<file path="config.mk">
export PLATFORM = sky130hd
export DESIGN_NAME = pipe_flush_ctrl
export DESIGN_NICKNAME = d
export VERILOG_FILES = /design/src/rtl/pipe_flush_ctrl.sv
export SDC_FILE = /design/constraint.sdc
export NUM_CORES = 1
export LEC_CHECK = 0
export BUFFER_PORTS_ARGS = -buffer_cell sky130_fd_sc_hd__clkbuf_2
export CORE_ASPECT_RATIO = 2
export CORE_UTILIZATION = 47
export CTS_CLUSTER_DIAMETER = 60
export DETAILED_ROUTE_END_ITERATION = 6
export GPL_TIMING_DRIVEN = 1
export PLACE_DENSITY = 0.77
export SLEW_MARGIN = 20
export SYNTH_ARGS = -nofsm -noshare
export SYNTH_HDL_FRONTEND = slang
export SYNTH_SLANG_ARGS = --single-unit
</file>
<file path="constraint.sdc">
create_clock -name clk -period 2.2 [get_ports clk]
set_input_delay 0.22 -clock clk [delete_from_list [all_inputs] [get_ports clk]]
set_output_delay 0.22 -clock clk [all_outputs]
set_load 0.02 [all_outputs]
</file>
<file path="src/rtl/pipe_flush_ctrl.sv">
// pipe_flush_ctrl: central stall/flush scheduler for the dual-issue pipeline.
// Merges per-stage hold requests into the stall vector and arbitrates
// exception / mispredict redirects into a one-cycle registered flush.
// After an exception flush, fetch is held quiet for QUIESCE_CYCLES cycles.
module pipe_flush_ctrl #(
  parameter int unsigned QUIESCE_CYCLES = 2
) (
  input  logic        clk,
  input  logic        rst,
  input  logic        stallreq_id,
  input  logic        stallreq_ex,
  input  logic        stallreq_mem,
  input  logic        stallreq_wb,
  input  logic        excp_valid,
  input  logic [31:0] excp_target,
  input  logic        bpu_mispredict,
  input  logic [31:0] bpu_target,
  output logic [3:0]  stall,
  output logic        flush,
  output logic        flush_cause,
  output logic [31:0] new_pc,
  output logic        redirect_busy
);

  typedef enum logic [2:0] {
    ST_RUN,
    ST_PEND_BR,
    ST_FLUSH_EXC,
    ST_FLUSH_BR,
    ST_QUIESCE
  } state_t;

  // Counter load value on entry to QUIESCE; the counter counts down to zero.
  localparam logic [3:0] LP_Q_INIT =
    (QUIESCE_CYCLES == 0) ? 4'd0 : 4'(QUIESCE_CYCLES - 1);

  state_t      r_state;
  logic [3:0]  r_cnt;
  logic        r_flush;
  logic        r_cause;
  logic [31:0] r_new_pc;
  logic [31:0] r_pend_pc;

  logic [3:0]  w_base;
  logic [3:0]  w_stall;
  logic        w_excp_ok;

  // Base stall vector: the highest requesting stage stops itself and all older stages.
  always_comb begin
    w_base = 4'b0000;
    if (stallreq_wb)       w_base = 4'b1111;
    else if (stallreq_mem) w_base = 4'b0111;
    else if (stallreq_ex)  w_base = 4'b0011;
    else if (stallreq_id)  w_base = 4'b0001;
  end

  // Final stall: fetch held during QUIESCE, everything released while in reset.
  always_comb begin
    w_stall = w_base;
    if (r_state == ST_QUIESCE) w_stall[0] = 1'b1;
    if (rst) w_stall = 4'b0000;
  end

  // An exception can only commit when MEM and WB are both free to move.
  assign w_excp_ok = excp_valid && !stallreq_mem && !stallreq_wb;

  // Redirect FSM with registered flush, cause and redirect PC.
  always_ff @(posedge clk) begin
    if (rst) begin
      r_state   <= ST_RUN;
      r_cnt     <= '0;
      r_flush   <= 1'b0;
      r_cause   <= 1'b0;
      r_new_pc  <= '0;
      r_pend_pc <= '0;
    end else begin
      r_flush <= 1'b0;
      case (r_state)
        ST_RUN: begin
          if (w_excp_ok) begin
            r_state  <= ST_FLUSH_EXC;
            r_flush  <= 1'b1;
            r_cause  <= 1'b1;
            r_new_pc <= excp_target;
          end else if (bpu_mispredict) begin
            if (!w_stall[1]) begin
              r_state  <= ST_FLUSH_BR;
              r_flush  <= 1'b1;
              r_cause  <= 1'b0;
              r_new_pc <= bpu_target;
            end else begin
              r_state   <= ST_PEND_BR;
              r_pend_pc <= bpu_target;
            end
          end
        end
        ST_PEND_BR: begin
          if (w_excp_ok) begin
            r_state  <= ST_FLUSH_EXC;
            r_flush  <= 1'b1;
            r_cause  <= 1'b1;
            r_new_pc <= excp_target;
          end else if (!w_stall[1]) begin
            r_state  <= ST_FLUSH_BR;
            r_flush  <= 1'b1;
            r_cause  <= 1'b0;
            r_new_pc <= r_pend_pc;
          end
        end
        ST_FLUSH_EXC: begin
          if (QUIESCE_CYCLES == 0) begin
            r_state <= ST_RUN;
          end else begin
            r_state <= ST_QUIESCE;
            r_cnt   <= LP_Q_INIT;
          end
        end
        ST_FLUSH_BR: begin
          if (w_excp_ok) begin
            r_state  <= ST_FLUSH_EXC;
            r_flush  <= 1'b1;
            r_cause  <= 1'b1;
            r_new_pc <= excp_target;
          end else begin
            r_state <= ST_RUN;
          end
        end
        ST_QUIESCE: begin
          if (r_cnt == 4'd0) r_state <= ST_RUN;
          else               r_cnt   <= r_cnt - 4'd1;
        end
        default: r_state <= ST_RUN;
      endcase
    end
  end

  assign stall         = w_stall;
  assign flush         = r_flush;
  assign flush_cause   = r_cause;
  assign new_pc        = r_new_pc;
  assign redirect_busy = (r_state != ST_RUN);

endmodule

</file>
* Word level (Yosys, flattened, before mapping)
Cells that the tools add are included. W data, S select, Z words.
Storage, ports and cells: flip-flop bits (word level) 73, bits in latches 0, memory bits (writable) 0, ROM bits 0, memories kept 0
Cells by class: add/subtract/negate cells 1, $mul 0, div/mod/pow operators 0, magnitude comparators 0, eq/ne operators 10, shift operators 0, mux-type cells 35, bitwise operators 1, reduce and logical (&&, ||, !) cells 14
Operators by type and width (number):
- $mux W32 | 6
- $pmux W32 S3 | 1
- $mux W3 | 6
- $pmux W3 S5 | 1
- $mux W1 | 12
- $mux W4 | 3
- $ne A3 B3 Y1 const B | 3
- $pmux W4 S2 | 1
- $eq A3 B2 Y1 const B | 2
- $mux W2 | 3
- $pmux W1 S3 | 2
- $reduce_and A3 Y1 | 2
- $reduce_bool A3 Y1 | 2
- $reduce_and A5 Y1 | 1
- $logic_not A4 Y1 | 1
- $ne A2 B2 Y1 const B | 2
- $reduce_and A4 Y1 | 1
- $sub A4 B1 Y4 const B | 1
- $eq A3 B1 Y1 const B | 1
- $eq A3 B3 Y1 const B | 1
- $logic_not A3 Y1 | 1
- $logic_and A1 B1 Y1 | 2
- $logic_not A1 Y1 | 2
- $ne A2 B1 Y1 const B | 1
- 3 further kinds | 3

* Longest topological paths before layout
word-level depth 10, gate-level depth with buffers 7, depth with buffers taken out 6

* Worst setup path before layout
No wires, ideal clock.
path kind register -> register, from register r_state[2], to register r_new_pc[0], in the netlist new_pc[0], setup time 0.117 ns, arrival time 1.432 ns, required time 2.083 ns, setup slack 0.651 ns, stages on the path, launching flop included 8, buffers on the path 3, clock period less this slack 1.549 ns, path through dfxtp_1 buf_6 or3b_1 buf_6 buf_8 o22ai_2 nand2_1 a32o_1
On the way: longest elaborated chain between the ends 3, elaborated cells between the ends (all ways) 10, those cells by class 6 x eq/ne; 1 x mux; 3 x reduce/logical
RTL lines:
- start: declaration | line 37 | state_t r_state;
- start signal: assignment | line 70 | r_state <= ST_RUN;
- start signal: assignment | line 81 | r_state <= ST_FLUSH_EXC;
- start signal: assignment | line 87 | r_state <= ST_FLUSH_BR;
- $eq A3 B1 Y1 (tied with other cells) | line 78 | case (r_state)
- $ne A3 B3 Y1 (no source line) (tied with other cells)
- $reduce_and A5 Y1 (no source line)
- end signal: assignment | line 84 | r_new_pc <= excp_target;
- end signal: assignment | line 90 | r_new_pc <= bpu_target;
- end signal: assignment | line 102 | r_new_pc <= excp_target;
- end: declaration | line 41 | logic [31:0] r_new_pc;
Parallel ways exist; a longest one is shown, timed or not. A chain may end at the register's enable or synchronous reset.

* Worst setup path in the final report
from register r_state[1], to output port stall[0]
On the way: longest elaborated chain between the ends 3
RTL lines:
- $eq A3 B3 Y1 | line 60 | if (r_state == ST_QUIESCE) w_stall[0] = 1'b1;
- $mux W1 | line 60
- $mux W4 | line 61 | if (rst) w_stall = 4'b0000;
- end: declaration | line 18 | output logic [3:0] stall,
No other way between the ends.

==> impl_results.md <==
- Status: finished clean
- Root buf cell: clkbuf_16
- Worst IR Drop VDD: roughly 0.0005 V
- Dominant cells by area after synthesis: dfxtp_1 (42%), o22ai_2 (11%), a32o_1 (9.2%), mux2i_1 (9.2%), nand2b_1 (5.2%)
- Slew @ Worst Pin: ~0.95 ns
- Async SR Flop Fraction: 0%
- Sequential-to-total area share from yosys stat: 41.8%
- RSZ-0062 raised after global routing: false
- Core box area: 7210 um^2
- Detailed-router iteration count before antenna repair: 4
- Worst-path clk slew: ~0.05 ns
- Largest net degree at the start of global routing: 42
- Synth warn: 0
- Die ar.: roughly 8000 um^2
- CTS buffer count: 9
- Layout cells sized above 1: 37.4%
- Post-synthesis register bit count: 73
- Synth cell types: 40
- Resize count post-CTS: 0
- Cell count after synthesis: about 350
- Number of synthesized flops with an enable pin: 0
- CP Launch Type: register
- Fmax: approximately 540 MHz
- Routed vias: 3,029
- TritonCTS clock tree: done
- Synth cell count leaders: dfxtp_1 (73), nor2_1 (41), nand2_1 (36), a32o_1 (32), mux2i_1 (32)
- Clock Tree Buf Depth: 2
- Die X: between 60 and 70 um
- Final WL: roughly 8500 um
- GRT Util Overall: a little under a quarter
- Setup_tns: 0 ns
- Max cap viols: 0
- Leading area contributor after synthesis: dfxtp_1
- Post-route ant nets: 0
- Vias in the first global route: about 3,000
- Initial antenna violation count: 0
- Vias per cell: ~5.5
- Final #Nets: 523
- Worst-path fanout max: 11
- Worst min path class: primary input to register
- Setup Crit Path Kind: register to output pin
- Clock latency on the worst-skew pair: between 0.3 and 0.4 ns
- Top cell type's share of synthesized area: 41.8%
- H-tree depth: 3
- Post-CTS Setup Bufs: 0
- Syn nets: ~430
- IO Port Bufs: between 100 and 150
- Final setup violation count: 0
- I/O pin count: about 110
- Synthesized area per cell: roughly 10 um^2
- 1st-iter DRT viols: roughly 150
- Min cycle time layout: 1.85 ns
- Relative slew slack: a little over a third
- TritonCTS Sinks: 73
- Die extent in y: 124 um
- Row count: 44
- Global-route wire length before repair: 13,800 um
- Grt total ovfl: 0
- Area growth from synthesis to layout: 22.8%
- Mapped Area: approximately 3500 um^2
- Global placement routability congestion: between 0.7 and 0.8
- Leak: 0.00207 uW
- Cts hold-fix bufs: 0
- Dpl hpwl: slightly below 6000 um
- Routed len/inst: approximately 16 um
- Hold Fails Final Rpt: 0
- Initial Util: between 40% and 50%
- CP required: 1.98 ns
- Dpl cell area: roughly 4000 um^2
- Layout fillers: 657
- Cell with the most instances after synthesis: dfxtp_1
- Max Slew Vio Count: 0
- Final Cycle Share: between 80% and 90%
- Ys flop type: dfxtp_1
- Fin area: about 4300 um^2
- Post-route DRC: 0
- WP data arrival: 1.63 ns
- Number of diodes: 0
- Post-layout util: approximately 60%
- Critical Path End Type: output pin
- Worst Skew: about 0.0066 ns
- Cell Pwr Density: roughly 770 nW/um^2
## stage by stage
stage               setup slack [ns]  instances  total power [uW]  hold slack [ns]
floorplan                      0.651        352              1860            0.364
global placement               0.406        531              2010            0.446
detailed placement             0.383        531              2020            0.456
CTS                            0.324        546              3320            0.143
global route                   0.213        546              3450            0.150
finish                         0.351        546              3290            0.147
## worst paths after layout
check	from	end	slack [ns]	cells past startpoint
max	r_state[1]	stall[0]	0.35	4
min	bpu_target[31]	r_pend_pc[31]	0.15	3
max reg2reg	r_state[1]	new_pc[9]	0.36	5
min reg2reg	new_pc[0]	new_pc[0]	0.47	1
## cells in the final DEF, fill, tap and decap left out, drive strengths merged, types with 3 or more instances in the layout
cell / synthesis / final
mux2i: 32 / 32
nand2: 36 / 36
dfxtp: 73 / 73
nor2: 41 / 41
nand2b: 29 / 29
buf: 23 / 8
or2b: 3 / 3
clkbuf: 8 / 122
inv: 4 / 4
and3: 3 / 3
a21oi: 8 / 8
o22ai: 32 / 32
a32o: 32 / 32
## power by group
| part | total (uW) | switching (uW) | internal [uW] |
|---|---|---|---|
| Clock | 1300 | 517 | 783 |
| Combinational | 562 | 310 | 251 |
| Sequential | 1430 | 41.3 | 1390 |
## cell families after synthesis
kind of cell | after synthesis | share of synthesized area [%]
muxes | 32 | 9.16
adders and majority gates | 1 | 0.358
DFF | 73 | 41.8
AOI/OAI and AO/OA | 81 | 23.4
buffers and inverters | 35 | 6.76
xor gates and xnor gates | 2 | 0.501
and+or+nand+nor | 128 | 18.0
## registers in the layout, summed over array words and instances, names as in the netlist
signal       count
r_pend_pc       32
flush_cause      1
flush            1
r_state          3
r_cnt            4
new_pc          32
## cell type report
cell class | count | area [um^2] | area share (%)
inverter | 4 | 15.0 | 0.350
timing repair buffer | 118 | 611 | 14.2
clock buffer | 12 | 246 | 5.74
sequential | 73 | 1460 | 34.1
clock inverter | 3 | 17.5 | 0.408
tap | 92 | 115 | 2.68
multi-input combinational | 244 | 1830 | 42.5
## critical path, cell delays in order, from the launching register on
cell and delay (ns):
dfxtp_1 0.40, nor2_1 0.40, a21oi_1 0.14, a21oi_1 0.16, clkbuf_2 0.19
## per-layer routing
layer  part of all wire, %  vias up  global-route usage (%)
met5                     0        -                       0
met4                   1.7        0                    10.3
met3                   4.4       11                    5.95
met2                    53       88                    41.1
met1                    40     1466                    24.5
li1                      -     1464                       -
(Power assumes the default switching activity.)
